[src/rtl/mpu_frame_collector.sv]
// Paces MPU-6050 burst reads and assembles the 14 streamed bytes into seven signed words.
// Build option MPU_OFFSET_EN: subtract a saturating gyro bias from gyro_x/y/z at publish time.
module mpu_frame_collector #(
  parameter int                 SAMPLE_DIV   = 50000,
  parameter int                 BYTE_TIMEOUT = 20000,
  parameter logic signed [15:0] GYRO_X_OFS   = 16'sh0000,
  parameter logic signed [15:0] GYRO_Y_OFS   = 16'sh0000,
  parameter logic signed [15:0] GYRO_Z_OFS   = 16'sh0000
) (
  input  logic        clk,
  input  logic        rst,
  input  logic        enable,
  input  logic        init_done,
  input  logic        busy_now,
  input  logic        data_avalid,
  input  logic [7:0]  data,
  output logic        mpu_transfer,
  output logic [15:0] accel_x,
  output logic [15:0] accel_y,
  output logic [15:0] accel_z,
  output logic [15:0] temp,
  output logic [15:0] gyro_x,
  output logic [15:0] gyro_y,
  output logic [15:0] gyro_z,
  output logic        frame_valid,
  output logic        frame_err,
  output logic        frame_overrun,
  output logic [15:0] frame_cnt
);

  localparam int TW = $clog2(BYTE_TIMEOUT + 1);

  typedef enum logic [2:0] {
    S_IDLE,
    S_WAIT_TICK,
    S_REQ,
    S_COLLECT,
    S_PUBLISH
  } state_t;

  state_t        r_state;
  logic [23:0]   r_tick_cnt;
  logic [TW-1:0] r_to_cnt;
  logic [3:0]    r_idx;
  logic [7:0]    r_shadow [0:12];
  logic [15:0]   r_word [0:6];
  logic          r_frame_valid;
  logic          r_frame_err;
  logic          r_frame_overrun;
  logic [15:0]   r_frame_cnt;

  logic          w_run;
  logic          w_tick;
  logic          w_to_hit;
  logic          w_store;
  logic          w_last;
  logic [7:0]    w_byte [0:13];
  logic [15:0]   w_raw [0:6];
  logic [15:0]   w_pub [0:6];

  assign w_run    = enable && init_done;
  assign w_tick   = w_run && (r_tick_cnt == 24'(SAMPLE_DIV - 1));
  assign w_to_hit = (r_to_cnt == TW'(BYTE_TIMEOUT - 1));
  assign w_store  = w_run && (r_state == S_COLLECT) && data_avalid;
  assign w_last   = w_store && (r_idx == 4'd13);

  always_ff @(posedge clk) begin
    if (rst || !w_run) begin
      r_tick_cnt <= '0;
    end else if (w_tick) begin
      r_tick_cnt <= '0;
    end else begin
      r_tick_cnt <= r_tick_cnt + 24'd1;
    end
  end

  // The 14th byte is never parked: it feeds the output words straight from the bus,
  // so the words and frame_valid appear the cycle after it is sampled.
  genvar gi;
  generate
    for (gi = 0; gi < 13; gi++) begin : g_shadow
      always_ff @(posedge clk) begin
        if (rst) begin
          r_shadow[gi] <= '0;
        end else if (w_store && (r_idx == 4'(gi))) begin
          r_shadow[gi] <= data;
        end
      end
      assign w_byte[gi] = r_shadow[gi];
    end
  endgenerate
  assign w_byte[13] = data;

  generate
    for (gi = 0; gi < 7; gi++) begin : g_word
      assign w_raw[gi] = {w_byte[2*gi], w_byte[2*gi+1]};
      if (gi >= 4) begin : g_gyro
`ifdef MPU_OFFSET_EN
        localparam logic signed [15:0] OFS = (gi == 4) ? GYRO_X_OFS :
                                             (gi == 5) ? GYRO_Y_OFS : GYRO_Z_OFS;
        logic [16:0] w_diff;
        assign w_diff    = {w_raw[gi][15], w_raw[gi]} - {OFS[15], OFS};
        // Bits 16 and 15 disagree only when the 17-bit result left the 16-bit range.
        assign w_pub[gi] = (w_diff[16] != w_diff[15]) ? {w_diff[16], {15{~w_diff[16]}}}
                                                      : w_diff[15:0];
`else
        assign w_pub[gi] = w_raw[gi];
`endif
      end else begin : g_plain
        assign w_pub[gi] = w_raw[gi];
      end

      always_ff @(posedge clk) begin
        if (rst) begin
          r_word[gi] <= '0;
        end else if (w_last) begin
          r_word[gi] <= w_pub[gi];
        end
      end
    end
  endgenerate

`ifndef MPU_OFFSET_EN
  logic [47:0] w_unused_ofs;
  assign w_unused_ofs = {GYRO_X_OFS, GYRO_Y_OFS, GYRO_Z_OFS};
`endif

  always_ff @(posedge clk) begin
    if (rst) begin
      r_state         <= S_IDLE;
      r_to_cnt        <= '0;
      r_idx           <= '0;
      r_frame_valid   <= 1'b0;
      r_frame_err     <= 1'b0;
      r_frame_overrun <= 1'b0;
      r_frame_cnt     <= '0;
    end else begin
      r_frame_valid   <= 1'b0;
      r_frame_err     <= 1'b0;
      r_frame_overrun <= 1'b0;
      if (!w_run) begin
        r_state <= S_IDLE;
      end else begin
        if (w_tick && (r_state == S_REQ || r_state == S_COLLECT || r_state == S_PUBLISH)) begin
          r_frame_overrun <= 1'b1;
        end
        case (r_state)
          S_IDLE: r_state <= S_WAIT_TICK;
          S_WAIT_TICK: begin
            if (w_tick) begin
              r_state  <= S_REQ;
              r_to_cnt <= '0;
            end
          end
          S_REQ: begin
            if (!busy_now) begin
              r_idx    <= '0;
              r_to_cnt <= '0;
              r_state  <= S_COLLECT;
            end else if (w_to_hit) begin
              r_frame_err <= 1'b1;
              r_state     <= S_WAIT_TICK;
            end else begin
              r_to_cnt <= r_to_cnt + TW'(1);
            end
          end
          S_COLLECT: begin
            if (data_avalid) begin
              r_to_cnt <= '0;
              r_idx    <= r_idx + 4'd1;
              if (w_last) begin
                r_frame_valid <= 1'b1;
                r_frame_cnt   <= r_frame_cnt + 16'd1;
                r_state       <= S_PUBLISH;
              end
            end else if (w_to_hit) begin
              r_frame_err <= 1'b1;
              r_state     <= S_WAIT_TICK;
            end else begin
              r_to_cnt <= r_to_cnt + TW'(1);
            end
          end
          S_PUBLISH: r_state <= S_WAIT_TICK;
          default:   r_state <= S_IDLE;
        endcase
      end
    end
  end

  assign mpu_transfer  = !rst && w_run && (r_state == S_REQ) && !busy_now;
  assign accel_x       = r_word[0];
  assign accel_y       = r_word[1];
  assign accel_z       = r_word[2];
  assign temp          = r_word[3];
  assign gyro_x        = r_word[4];
  assign gyro_y        = r_word[5];
  assign gyro_z        = r_word[6];
  assign frame_valid   = r_frame_valid;
  assign frame_err     = r_frame_err;
  assign frame_overrun = r_frame_overrun;
  assign frame_cnt     = r_frame_cnt;

endmodule

[config.mk]
export PLATFORM = sky130hd
export DESIGN_NAME = mpu_frame_collector
export DESIGN_NICKNAME = d
export VERILOG_FILES = /design/src/rtl/mpu_frame_collector.sv
export SDC_FILE = /design/constraint.sdc
export NUM_CORES = 1
export LEC_CHECK = 0
export ABC_AREA = 1
export ABC_CLOCK_PERIOD_IN_PS = 11650
export CAP_MARGIN = 5
export CORE_ASPECT_RATIO = 2
export CORE_UTILIZATION = 45
export DETAILED_ROUTE_END_ITERATION = 8
export MAX_ROUTING_LAYER = met4
export PLACE_DENSITY = 0.67
export SETUP_SLACK_MARGIN = 0.02
export SKIP_CTS_REPAIR_TIMING = 1
export SYNTH_ARGS = -nofsm -noshare
export SYNTH_HDL_FRONTEND = slang
export SYNTH_SLANG_ARGS = --single-unit
[constraint.sdc]
create_clock -name clk -period 11.65 [get_ports clk]
set_input_delay 2.33 -clock clk [delete_from_list [all_inputs] [get_ports clk]]
set_output_delay 2.33 -clock clk [all_outputs]
set_load 0.1 [all_outputs]
# After elaboration in Yosys (flattened, before gate mapping)
# Memories as Yosys holds them, arrays and structs flattened.
# Index checks and enable logic that the tools add are counted.
# classes
reduce_logical,40
n_addsub,4
bitwise,23
n_mux,83
eq_ne,23
# op_table
operator,n
$mux 16,7
$mux 8,13
$mux 15,4
$mux 1,48
$pmux 15 s3,1
$add 24x1->24 const B,1
$eq 24x16->1 const B,1
$eq 4x4->1 const B,6
$logic_and 1x1->1,22
$or 1x1->1,20
$add 16x1->16 const B,1
$eq 4x3->1 const B,4
$add 15x1->15 const B,1
$eq 15x15->1 const B,1
$mux 3,5
$pmux 3 s4,1
$eq 4x2->1 const B,2
$mux 4,2
$pmux 4 s2,1
$reduce_and 4->1,2
$eq 3x2->1 const B,2
$ne 2x2->1 const B,3
$reduce_or 2->1,3
$add 4x1->4 const B,1
other kinds (15),21
# word_totals
n_memories,2
output_inout_bits,132
register_bits,65
ram_bits,216
inputBits,14
# mem_list
name,words,width,read_ports,rd_clocked_by_memory_dff,write_ports,line,rtl
r_word,7,16,7,0,7,46,logic [15:0] r_word [0:6];
r_shadow,13,8,13,0,13,45,logic [7:0] r_shadow [0:12];

# Logic depth before layout (Yosys ltp)
# Gate-level depths: netlist of the first run.
# logic_depth
depth_word,8
depth_mapped,12

# Worst setup path after synthesis of the first run
# OpenSTA, ideal clock, no wires.
# synth_timing
path_kind,input to output
from,input port enable
to,output port mpu_transfer
slack_ns,5.346
arrival_ns,3.974
stages,4
n_path_buf,0
cell_sequence,nand2_1 -> nor2_1 -> inv_1 -> nor2_1
# synth_via
elab_chain_len,4
# synth_rtl
item,line,rtl
"start, declared",12,"input logic enable,"
$logic_and 1x1->1,61,assign w_run = enable && init_done;
$logic_and 1x1->1 (3 in series),190,assign mpu_transfer = !rst && w_run && (r_state == S_REQ) && !busy_now;
"end, declared",17,"output logic mpu_transfer,"
# Every way passes these cells.

# Final worst setup path of the first run
# layout_timing
from,input port rst
to,output port mpu_transfer
# layout_via
elab_chain_len,4
# layout_rtl
item,line,rtl
"start, declared",11,"input logic rst,"
$logic_not 1->1,190,
$logic_and 1x1->1 (3 in series),190,
# Every way passes these cells.

==> flow_summary.json, run 1 <==
{
  "critical_path_required_ps": 9320,
  "cts.sinks": 281,
  "tns_ps": 0,
  "track_usage_pct": 20.7,
  "synth_simple_gate_area_share_pct": 20.9,
  "layout_setup_ws_ps": 4670,
  "first_iter_violations": 433,
  "synth_mux_area_share_pct": 0,
  "die_width_um": 117,
  "core_mm2": 0.0258,
  "ant_nets": 0,
  "post-dp-hpwl_um": 19100,
  "synth_compound_area_share_pct": 3.56,
  "slew_viol_final": 0,
  "gp_congestion": 0.914,
  "io_buffers": 145,
  "syn_to_final_growth_pct": 22.4,
  "pin_count": 146,
  "worst-setup-path-type": "primary input to output pin",
  "wl_met1_um": 9150,
  "vias": 8354,
  "fill_cells": 2259,
  "grt_max_degree": 90,
  "route.met3.wl_um": 1120,
  "worst_setup_path_end_kind": "output pin",
  "synth_seq_cells": 281,
  "route.met2.wl_um": 15100,
  "antenna_found_initial": 0,
  "dieArea_mm2": 0.0270,
  "cts-htree-levels": 1,
  "antenna_cells": 0,
  "syn_inst": 1191,
  "ir_drop_mv": 0.109,
  "wire_per_inst_um": 15.7,
  "worstPathCellList": "clkdlybuf4s50_1, buf_4, nor2_1, inv_1, nor2_1, clkdlybuf4s50_1",
  "syn-num-nets": 1212,
  "drive_above_1_share_pct": 6.06,
  "yosysTopAreaCellShare_pct": 54.8,
  "top_layer_used": "met4",
  "drv_cap": 0,
  "cpMaxStageDelayCell": "clkdlybuf4s50_1",
  "clk_path_buf_depth": 3,
  "ys_types": 34,
  "cp-start-kind": "primary input",
  "clkLatencyLatePin_ps": 520,
  "synth_top_family_by_area": "simple AND/OR/NAND/NOR gates",
  "syn_area_per_cell_um2": 9.94,
  "rows": 83,
  "post-route-min-period_ps": 6980,
  "ys_seq_area_share_pct": 65.8,
  "p_per_area_mw_per_mm2": 155,
  "maxSlewHeadroom_pct": 17.3,
  "post-route-drc-count": 0,
  "yosys_warnings": 0,
  "critPathMaxFanout": 24,
  "gr-total-overflow": 0,
  "cp.arrival_ps": 4650,
  "outcome": "completed",
  "fmax_mhz": 143,
  "regArea_mm2": 0.00779,
  "cts_tree": "built",
  "final_nets": 1357,
  "die_y_um": 231,
  "start_util_pct": 45.9,
  "whs_ps": 453,
  "finalCritPeriodShare_pct": 59.9,
  "finalSetupViolations": 0,
  "cts-root-buf": "clkbuf_16",
  "rr_startpoint": "r_state[2]",
  "rrSetupSlack_ps": 7990,
  "synthTopCellsByArea": "edfxtp_1, dfxtp_1, nor2_1",
  "place_ws_ps": 4690,
  "max_stage_delay_ps": 1140,
  "firstDrtPassIters": 5,
  "p_leak_uw": 0.00554,
  "multi_input_area_mm2": 0.00313,
  "synthXorXnorAreaFrac_pct": 1.18,
  "clk_pin_slew_ps": 60,
  "min_path_type": "register to register",
  "rsz0062_at_grt": "false",
  "worstHoldEndpoint": "r_tick_cnt[0]",
  "hold_depth": 1,
  "grt_pass1_vias": 8012,
  "grt_first_pass_wirelength_um": 40900,
  "tightest_slew_ps": 1230,
  "viasPerCell": 4.93,
  "cts_buffers": 24,
  "timing.rr.end": "r_word[1][3]",
  "worstHoldStart": "r_tick_cnt[0]",
  "yosys.area_share.adder_pct": 0.740,
  "drt-total-wl_um": 26500,
  "hold_violations": 0,
  "fin_skew_ps": 10.3,
  "reg2reg_depth": 8,
  "synth_top_area_cell": "edfxtp_1",
  "synth.cell_area_mm2": 0.0118
}
[worst max-delay path by stage]
stage                       from           end  cells after the start
final                        rst  mpu_transfer                      6
after global routing         rst  mpu_transfer                      6
after CTS                    rst  mpu_transfer                      6
after detailed placement     rst  mpu_transfer                      6
after global placement       rst  mpu_transfer                      6
after floorplan           enable  mpu_transfer                      4
[layer usage]
| layer | vias to the layer above | track usage (%) |
|---|---|---|
| met5 | - | - |
| met4 | 0 | 10.8 |
| met3 | 63 | 1.94 |
| met2 | 235 | 39.1 |
| met1 | 3906 | 20.2 |
| li1 | 4150 | - |
[Yosys cell counts]
master,count
o21a_1,3
nor2_4,1
inv_2,5
nor3_1,22
xnor2_1,6
dfxtp_1,65
a31oi_1,1
a211oi_1,1
and3_1,1
nand3_1,47
nor2_2,13
buf_2,5
nor4_1,4
buf_4,2
edfxtp_1,216
clkbuf_1,21
nor3b_1,2
nor3b_2,1
nand3b_1,1
a21oi_1,43
buf_6,7
nand3_2,5
o21ai_0,31
o21bai_1,2
nor2_1,282
clkinv_1,1
ha_1,7
or2_2,1
inv_1,186
nand4_1,39
buf_1,3
nand2_1,151
xor2_1,10
nand2_2,6
[flip-flops by register name, indices dropped and copies added, names as in the netlist, 3 cells and up]
| register | count |
|---|---|
| r_shadow | 104 |
| frame_cnt | 16 |
| r_idx | 4 |
| r_word | 112 |
| r_state | 3 |
| r_tick_cnt | 24 |
| r_to_cnt | 15 |
[power by group]
group | internal, uW | total [uW] | switching (uW)
logic | 43.1 | 242 | 198
clock network | 528 | 883 | 354
registers | 1110 | 1120 | 12.6
total | 1680 | 2250 | 565
[cell families (layout without fill, tap and decap cells)]
group | Yosys count | in the layout
AO/OA/AOI/OAI | 81 | 81
AND/OR/NAND/NOR | 576 | 576
buffers and inverters | 230 | 392
flip-flops | 281 | 281
XOR/XNOR | 16 | 16
adder cells (fa/ha/maj) | 7 | 7
[cells in the final DEF (no fill, tap or decap), types with 2 or more instances in the layout]
| cell type | Yosys | final |
|---|---|---|
| clkdlybuf4s50_1 | 0 | 145 |
| nand3_1 | 47 | 47 |
| clkinvlp_4 | 0 | 2 |
| clkbuf_16 | 0 | 25 |
| o21bai_1 | 2 | 2 |
| inv_6 | 0 | 2 |
| nand4_1 | 39 | 39 |
| nand3_2 | 5 | 5 |
| xor2_1 | 10 | 10 |
| o21ai_0 | 31 | 31 |
| nor4_1 | 4 | 4 |
| bufinv_16 | 0 | 6 |
| a21oi_1 | 43 | 43 |
| inv_2 | 5 | 5 |
| buf_4 | 2 | 11 |
| nand2_2 | 6 | 5 |
| nor2_2 | 13 | 13 |
| nor2_1 | 282 | 282 |
| o21a_1 | 3 | 3 |
| xnor2_1 | 6 | 6 |
| clkbuf_1 | 21 | 4 |
| nor3_1 | 22 | 22 |
| edfxtp_1 | 216 | 216 |
| ha_1 | 7 | 7 |
| nor3b_1 | 2 | 2 |
| clkinv_1 | 1 | 3 |
| nand2_4 | 0 | 2 |
| dfxtp_1 | 65 | 65 |
| inv_1 | 186 | 186 |
| nand2_1 | 151 | 150 |
[per-stage QoR]
stage	total power [uW]	util, %	area (um^2)	std cells
floorplan	1330	-	11800	1191
global placement	1390	52.8	13600	1649
detailed placement	1390	52.8	13600	1649
CTS	2270	56.2	14500	1692
global route	2310	56.2	14500	1693
finish	2250	56.2	14500	1693
[layout make-up]
cell class / instances / area share, %
clock inverters: 14 / 1.62
multi-input cells: 680 / 21.6
flip-flops and latches: 281 / 53.8
well taps: 340 / 2.94
inverters: 192 / 4.98
clock buffers: 29 / 4.42
repair buffers: 157 / 10.6
[worst max-delay path: cells and delay by family]
kind | cells | cell delay [ps]
and+or+nand+nor | 2 | 430
buffers and inverters | 4 | 1880
Power figures use the tool's default switching activity.
==> inputs of run 2 (changes only) <==
--- a/config.mk
+++ b/config.mk
@@ -6,13 +6,13 @@
 export NUM_CORES = 1
 export LEC_CHECK = 0
 export ABC_AREA = 1
-export ABC_CLOCK_PERIOD_IN_PS = 11650
+export ABC_CLOCK_PERIOD_IN_PS = 6200
 export CAP_MARGIN = 5
 export CORE_ASPECT_RATIO = 2
 export CORE_UTILIZATION = 45
 export DETAILED_ROUTE_END_ITERATION = 8
 export MAX_ROUTING_LAYER = met4
-export PLACE_DENSITY = 0.67
+export PLACE_DENSITY = 0.69
 export SETUP_SLACK_MARGIN = 0.02
 export SKIP_CTS_REPAIR_TIMING = 1
 export SYNTH_ARGS = -nofsm -noshare
==> constraint.sdc (replaced) <==
create_clock -name clk -period 6.2 [get_ports clk]
set_input_delay 1.24 -clock clk [delete_from_list [all_inputs] [get_ports clk]]
set_output_delay 1.24 -clock clk [all_outputs]
set_load 0.1 [all_outputs]
==> flow_summary.json, run 2 (synthesis results as in run 1) <==
{
  "p_per_area_mw_per_mm2": 290,
  "worst-setup-path-type": "primary input to output pin",
  "io_buffers": 145,
  "timing.rr.end": "r_word[1][12]",
  "pwr-share-clk_pct": 38.6,
  "cp-start-kind": "primary input",
  "rows": 83,
  "start_util_pct": 45.9,
  "worst_setup_path_end_kind": "output pin",
  "cp.arrival_ps": 2690,
  "layout_common_cells": "nor2_1, edfxtp_1, inv_1",
  "pin_count": 146,
  "antenna_cells": 0,
  "clk_path_buf_depth": 3,
  "post-dp-hpwl_um": 20200,
  "post-route-drc-count": 0,
  "min_path_type": "register to register",
  "track_usage_pct": 21.6,
  "whs_ps": 454,
  "core_mm2": 0.0258,
  "vias": 8351,
  "drt-total-wl_um": 27600,
  "clkLatencyLatePin_ps": 530,
  "power.internal_uw": 3120,
  "tns_ps": 0,
  "fin_skew_ps": 16.6,
  "startpoint": "rst",
  "ant_nets": 0,
  "gp_congestion": 0.870,
  "cts_tree": "built",
  "comb_power_share_pct": 10.9,
  "first_iter_violations": 431,
  "syn_to_final_growth_pct": 22.1,
  "final_nets": 1358,
  "slew_viol_final": 0,
  "dieArea_mm2": 0.0270,
  "rrSetupSlack_ps": 2790,
  "met1_usage_pct": 19.7,
  "final_util_pct": 56.1,
  "total_power_uw": 4190,
  "tightest_slew_ps": 1190,
  "cts.sinks": 281,
  "viasPerCell": 4.93,
  "reg2reg_depth": 8,
  "p_leak_uw": 0.00554,
  "switching_power_uw": 1070,
  "p_seq_share_pct": 50.5,
  "worstSetupEndpoint": "mpu_transfer",
  "rr_startpoint": "r_state[2]",
  "final_common_cell": "nor2_1",
  "grt_max_degree": 63,
  "critPathMaxFanout": 24,
  "post-route-min-period_ps": 3930,
  "critical_path_required_ps": 4960,
  "gr-usage-met2_pct": 42.9,
  "drive_above_1_share_pct": 6.28,
  "cts-htree-levels": 1,
  "hold_violations": 0,
  "die_width_um": 117,
  "finalSetupViolations": 0,
  "antenna_found_initial": 0,
  "largest_register_ffs": 112,
  "maxSlewHeadroom_pct": 20.0,
  "cts-root-buf": "clkbuf_16",
  "firstDrtPassIters": 5,
  "grt_most_used_layer": "met2",
  "rsz0062_at_grt": "false",
  "finalCritPeriodShare_pct": 63.3,
  "grt_first_pass_wirelength_um": 42500,
  "reg_top3": "r_word: 112 flops, r_shadow: 104 flops, r_tick_cnt: 24 flops",
  "grt_pass1_vias": 8231,
  "ir_drop_mv": 0.204,
  "clk_pin_slew_ps": 60,
  "wire_per_inst_um": 16.3,
  "drv_cap": 0,
  "die_y_um": 231,
  "switching_share_pct": 25.5,
  "use_met3_pct": 1.94,
  "gr-total-overflow": 0,
  "fmax_mhz": 255,
  "cts_buffers": 25,
  "outcome": "completed",
  "regMostFlops": "r_word"
}
run 2: final cells by class:
cell class	count	area, um^2
clock buffers	28	637
fillers	2333	11300
repair buffers	157	1540
clock inverters	16	209
inverters	192	721
well taps	340	425
flip-flops and latches	281	7790
multi-input cells	680	3130
run 2: power groups by stage:
stage          combinational (uW)  sequential (uW)  clock [uW]
6_report                      455             2110        1620
5_1_grt                       469             2120        1710
4_1_cts                       458             2120        1650
3_5_place_dp                  457             2160           0
3_3_place_gp                  455             2150           0
2_1_floorplan                57.3             2440           0
run 2: worst min path at each step:
stage	start	endpoint	cells past startpoint
floorplan	r_tick_cnt[0]	r_tick_cnt[0]	1
global placement	r_tick_cnt[0]	r_tick_cnt[0]	1
detailed placement	r_tick_cnt[0]	r_tick_cnt[0]	1
CTS	r_tick_cnt[0]	r_tick_cnt[0]	1
global route	r_tick_cnt[0]	r_tick_cnt[0]	1
finish	r_tick_cnt[0]	r_tick_cnt[0]	1
run 2: worst max-delay path: stages:
cell,delay (ps)
clkdlybuf4s50_1,400
buf_4,230
nor2_1,280
inv_1,110
nor2_1,120
buf_4,300
run 2: layer usage:
layer  vias up  share of wire, %
met1      3917                33
met4         0               4.4
met5         -                 0
met3        78               3.5
met2       210                59
li1       4146                 -
run 2: stage by stage:
step	cells	area (um^2)	setup slack, ps
6_report	1694	14400	2270
5_1_grt	1694	14400	2150
4_1_cts	1694	14400	2270
3_5_place_dp	1650	13600	2060
3_3_place_gp	1650	13600	2090
2_1_floorplan	1191	11800	1440
==> inputs of run 3 (changes only) <==
--- a/config.mk
+++ b/config.mk
@@ -6,7 +6,7 @@
 export NUM_CORES = 1
 export LEC_CHECK = 0
 export ABC_AREA = 1
-export ABC_CLOCK_PERIOD_IN_PS = 6200
+export ABC_CLOCK_PERIOD_IN_PS = 3350
 export CAP_MARGIN = 5
 export CORE_ASPECT_RATIO = 2
 export CORE_UTILIZATION = 45
==> constraint.sdc (replaced) <==
create_clock -name clk -period 3.35 [get_ports clk]
set_input_delay 0.67 -clock clk [delete_from_list [all_inputs] [get_ports clk]]
set_output_delay 0.67 -clock clk [all_outputs]
set_load 0.1 [all_outputs]
==> flow_summary.json, run 3 (synthesis results as in run 1) <==
{
  "outcome": "completed",
  "rrSetupSlack_ps": 960,
  "fin_skew_ps": 12.9,
  "tightest_slew_ps": 981,
  "rsz0062_at_grt": "false",
  "cts.sinks": 281,
  "clkLatencyLatePin_ps": 520,
  "critical_path_required_ps": 2680,
  "post-dp-hpwl_um": 19100,
  "slew_viol_final": 0,
  "start_util_pct": 45.9,
  "first_iter_violations": 442,
  "cts-htree-levels": 1,
  "place_ws_ps": 559,
  "drive_above_1_share_pct": 13.1,
  "largest_register_ffs": 112,
  "cp-start-kind": "primary input",
  "gr-total-overflow": 0,
  "worst_setup_path_end_kind": "output pin",
  "cts_tree": "built",
  "ant_nets": 0,
  "pin_count": 146,
  "cp.arrival_ps": 2060,
  "viasPerCell": 4.89,
  "whs_ps": 454,
  "antenna_cells": 0,
  "gp_congestion": 0.891,
  "track_usage_pct": 20.6,
  "design_area_mm2": 0.0143,
  "die_width_um": 117,
  "cts-root-buf": "clkbuf_16",
  "cts_buffers": 24,
  "clk_pin_slew_ps": 60,
  "antenna_found_initial": 0,
  "finalSetupViolations": 0,
  "regMostFlops": "r_word",
  "clk_path_buf_depth": 3,
  "wire_per_inst_um": 15.3,
  "p_per_area_mw_per_mm2": 519,
  "layout_setup_ws_ps": 624,
  "fill_cells": 2340,
  "worst-setup-path-type": "primary input to output pin",
  "dieArea_mm2": 0.0270,
  "placed_cell_area_mm2": 0.0136,
  "rows": 83,
  "min_path_type": "register to register",
  "reg_top3": "r_word: 112 flops, r_shadow: 104 flops, r_tick_cnt: 24 flops",
  "final_nets": 1374,
  "grt_first_pass_wirelength_um": 40900,
  "p_leak_uw": 0.00570,
  "grt_pass1_vias": 8096,
  "critPathMaxFanout": 5,
  "finalCritPeriodShare_pct": 81.4,
  "core_mm2": 0.0258,
  "vias": 8350,
  "post-route-min-period_ps": 2730,
  "tns_ps": 0,
  "layout_common_cells": "nor2_1, edfxtp_1, inv_1",
  "firstDrtPassIters": 5,
  "final_common_cell": "nor2_1",
  "final_util_pct": 55.7,
  "syn_to_final_growth_pct": 21.3,
  "ir_drop_mv": 0.330,
  "fmax_mhz": 367,
  "maxSlewHeadroom_pct": 34.4,
  "io_buffers": 145,
  "die_y_um": 231,
  "drv_cap": 0,
  "drt-total-wl_um": 26200,
  "hold_violations": 0,
  "grt_max_degree": 58,
  "post-route-drc-count": 0
}
-- run 3: layout make-up --
class | count | area, um^2 | share of cell area [%]
Sequential cell | 281 | 7790 | 54.3
Multi-Input combinational cell | 680 | 3130 | 21.8
Timing Repair Buffer | 174 | 1530 | 10.7
Inverter | 192 | 721 | 5.02
Clock buffer | 32 | 652 | 4.54
Tap cell | 340 | 425 | 2.96
Clock inverter | 10 | 105 | 0.732
-- run 3: through the flow --
| step | power, uW | std cells |
|---|---|---|
| after floorplan | 4610 | 1191 |
| after global placement | 4830 | 1667 |
| after detailed placement | 4830 | 1667 |
| after CTS | 7510 | 1709 |
| after global routing | 7660 | 1709 |
| final | 7450 | 1709 |
-- run 3: worst max-delay path, cell delays in order --
cell	delay (ps)
clkdlybuf4s50_1	450
nand2_1	110
nor2_1	280
inv_1	120
nor2_1	210
buf_12	200
-- run 3: layer usage --
layer	up-vias	GRT usage [%]	routed length (um)
met5	-	-	0
met4	0	8.62	938
met3	57	2.12	1140
met2	208	39.6	15000
met1	3902	20.2	9140
li1	4183	-	-
-- run 3: path summary, 6_finish.rpt --
path	start	to	depth (start not counted)
worst max register to register	r_state[2]	r_word[3][13]	11
worst min register to register	r_tick_cnt[0]	r_tick_cnt[0]	1
worst min-delay path	r_tick_cnt[0]	r_tick_cnt[0]	1
worst max-delay path	enable	mpu_transfer	6
-- run 3: power by group --
group,switching [uW],internal [uW],leakage [uW],total [uW]
clock,1180,1520,0.000362,2700
combinational,691,149,0.00274,840
sequential,44.5,3870,0.00260,3910
total,1910,5540,0.00570,7450
==> edit (flow settings as in run 3) <==
Make the reset (`rst`) asynchronous in 3 clocked blocks.
--- a/src/rtl/mpu_frame_collector.sv
+++ b/src/rtl/mpu_frame_collector.sv
@@ -79,7 +79,7 @@
   genvar gi;
   generate
     for (gi = 0; gi < 13; gi++) begin : g_shadow
-      always_ff @(posedge clk) begin
+      always_ff @(posedge clk or posedge rst) begin
         if (rst) begin
           r_shadow[gi] <= '0;
         end else if (w_store && (r_idx == 4'(gi))) begin
@@ -110,7 +110,7 @@
         assign w_pub[gi] = w_raw[gi];
       end
 
-      always_ff @(posedge clk) begin
+      always_ff @(posedge clk or posedge rst) begin
         if (rst) begin
           r_word[gi] <= '0;
         end else if (w_last) begin
@@ -125,7 +125,7 @@
   assign w_unused_ofs = {GYRO_X_OFS, GYRO_Y_OFS, GYRO_Z_OFS};
 `endif
 
-  always_ff @(posedge clk) begin
+  always_ff @(posedge clk or posedge rst) begin
     if (rst) begin
       r_state         <= S_IDLE;
       r_to_cnt        <= '0;
Formal check against the unedited RTL: same outputs for any inputs over 4 cycles, from zero or initial values and one cycle with rst high; that may be too few to reach the edited logic, so the function may still have changed.
==> edit against run 3 <==
Setup slack gained 47 ps. Power decreased by 9.9%. Via count up 15%. Critical path depth decreased by 5. Synthesized area is 1.9% higher. Clock power grew 3%. Sequential cell count unchanged. Wire length rose by 14%. Final area decreased by 0.45%. Critical endpoint is now accel_x[15]. Largest power group unchanged. Highest routed layer unchanged.
==> edit: results (changes against run 3) <==
Run status -> finished clean (unchanged)
Placed Cells -> 1848 (was 1667)
Largest cells by area after synthesis -> dfrtp_1 53%, nand2_1 18%, dfxtp_1 4.0%, o21ai_1 3.1%, nor2_1 2.5% (was edfxtp_1 55%, dfxtp_1 11%, nor2_1 8.9%, inv_1 5.9%, nand2_1 4.8%)
Final net count -> 1551 (was 1374)
Global-route wire length before repair -> 47.78 mm (was 40.89 mm)
Worst Reg-to-Reg Cells -> 10 (was 11)
Layout cells sized above 1 -> 13.31% (was 13.15%)
Post-synthesis sequential area ratio -> 57.29% (was 65.81%)
Ys async rst share -> 91.46% (was 0%)
Sw frac -> 24.58% (was 25.69%)
Crit-path max FO -> 2 (was 5)
Lkg Pwr -> 0.007197 uW (was 0.005700 uW)
Antenna violations before repair -> 0 (unchanged)
Worst Path Arrival -> 2010 ps (was 2060 ps)
Worst Setup SP -> accel_x[15] (was enable)
Unique cell type count in the Yosys netlist -> 35 (was 34)
R2r endpoint -> frame_cnt[11] (was r_word[3][13])
Post-route insts no fill -> 1892 (was 1709)
Clock Skew -> 8.614 ps (was 12.86 ps)
DR pass1 iterations -> 8 (was 5)
R2R Path Start -> r_idx[1] (was r_state[2])
Pin count of the biggest net entering global routing -> 136 (was 58)
Final wirelength -> 29.95 mm (was 26.19 mm)
Detailed Place HPWL -> 20.51 mm (was 19.07 mm)
IO buf count -> 145 (unchanged)
Starting DRT DRC Count -> 689 (was 442)
Top Registers -> r_shadow (104), r_tick_cnt (24) (was r_word (112), r_shadow (104), r_tick_cnt (24))
FF-to-FF setup slack -> 1080 ps (was 960 ps)
Worst-Margin Slew -> 960.8 ps (was 980.9 ps)
Most common library cells after synthesis -> 590 x nand2_1, 257 x dfrtp_1, 79 x nor2_1, 78 x inv_1, 75 x o21ai_1 (was 282 x nor2_1, 216 x edfxtp_1, 186 x inv_1, 151 x nand2_1, 65 x dfxtp_1)
Worst VDD drop -> 326.1 uV (was 330.2 uV)
CP Capture Point -> accel_x[15] (was mpu_transfer)
Placer Congestion -> 0.8894 (was 0.8905)
GRT Util Overall -> 22.71% (was 20.58%)
Crit path largest cell delay -> 1130 ps (was 450 ps)
Post-place instance area -> 13500 sq um (was 13590 sq um)
Mean Syn Cell Area -> 8.562 sq um (was 9.936 sq um)
Number of global-route vias before repair -> 9110 (was 8096)
Cell family contributing the most delay on the critical path -> buffers and inverters (unchanged)
## edit: changes by cell type after synthesis, moves of 10 or more
cell	run 3	this run
a21oi_1	43	15
inv_1	186	78
nand2_1	151	590
edfxtp_1	216	0
xor2_1	10	20
o21ai_0	31	58
dfrtp_1	0	257
dfxtp_1	65	24
buf_2	5	33
nor2_2	13	2
o21ai_1	0	75
nor2_1	282	79
## edit: power groups by stage
stage,registers (uW),logic [uW],clock network [uW]
after global placement,3560,440,0
after detailed placement,3560,449,0
after global routing,3500,485,2970
after CTS,3500,451,2840
final,3500,442,2780
after floorplan,3580,318,0
## edit: per-stage QoR
stage	hold WS (ps)	power, uW	setup WS, ps
3_3_place_gp	432.4	4000	587.3
6_report	452.6	6718	671.4
3_5_place_dp	447.4	4011	549.4
2_1_floorplan	417.6	3893	-2154
5_1_grt	469.0	6960	633.0
4_1_cts	459.2	6786	655.1
## edit: final cells by class
class / count / area (sq um)
fill: 2519 / 11990
sequential: 281 / 6912
multi-input combinational: 985 / 4559
timing repair buffer: 153 / 1269
clock buffer: 37 / 710.7
tap: 344 / 430.4
inverter: 85 / 332.8
clock inverter: 7 / 70.07
## edit: metal layers
metal  vias to the layer above  global-route usage (%)  wire length, um
met1                      4567                   24.72            11370
met2                       241                   41.36            16190
met4                         0                   9.896             1160
met3                        62                   2.686             1218
li1                       4713                       -                -
met5                         -                       -                0
## edit: logic make-up after synthesis
| logic type | share of synthesized area [%] |
|---|---|
| DFF | 57.29 |
| AOI/OAI and AO/OA | 6.327 |
| xor gates and xnor gates | 1.670 |
| buffers and inverters | 5.040 |
| and+or+nand+nor | 28.95 |
| adders and majority gates | 0.7260 |
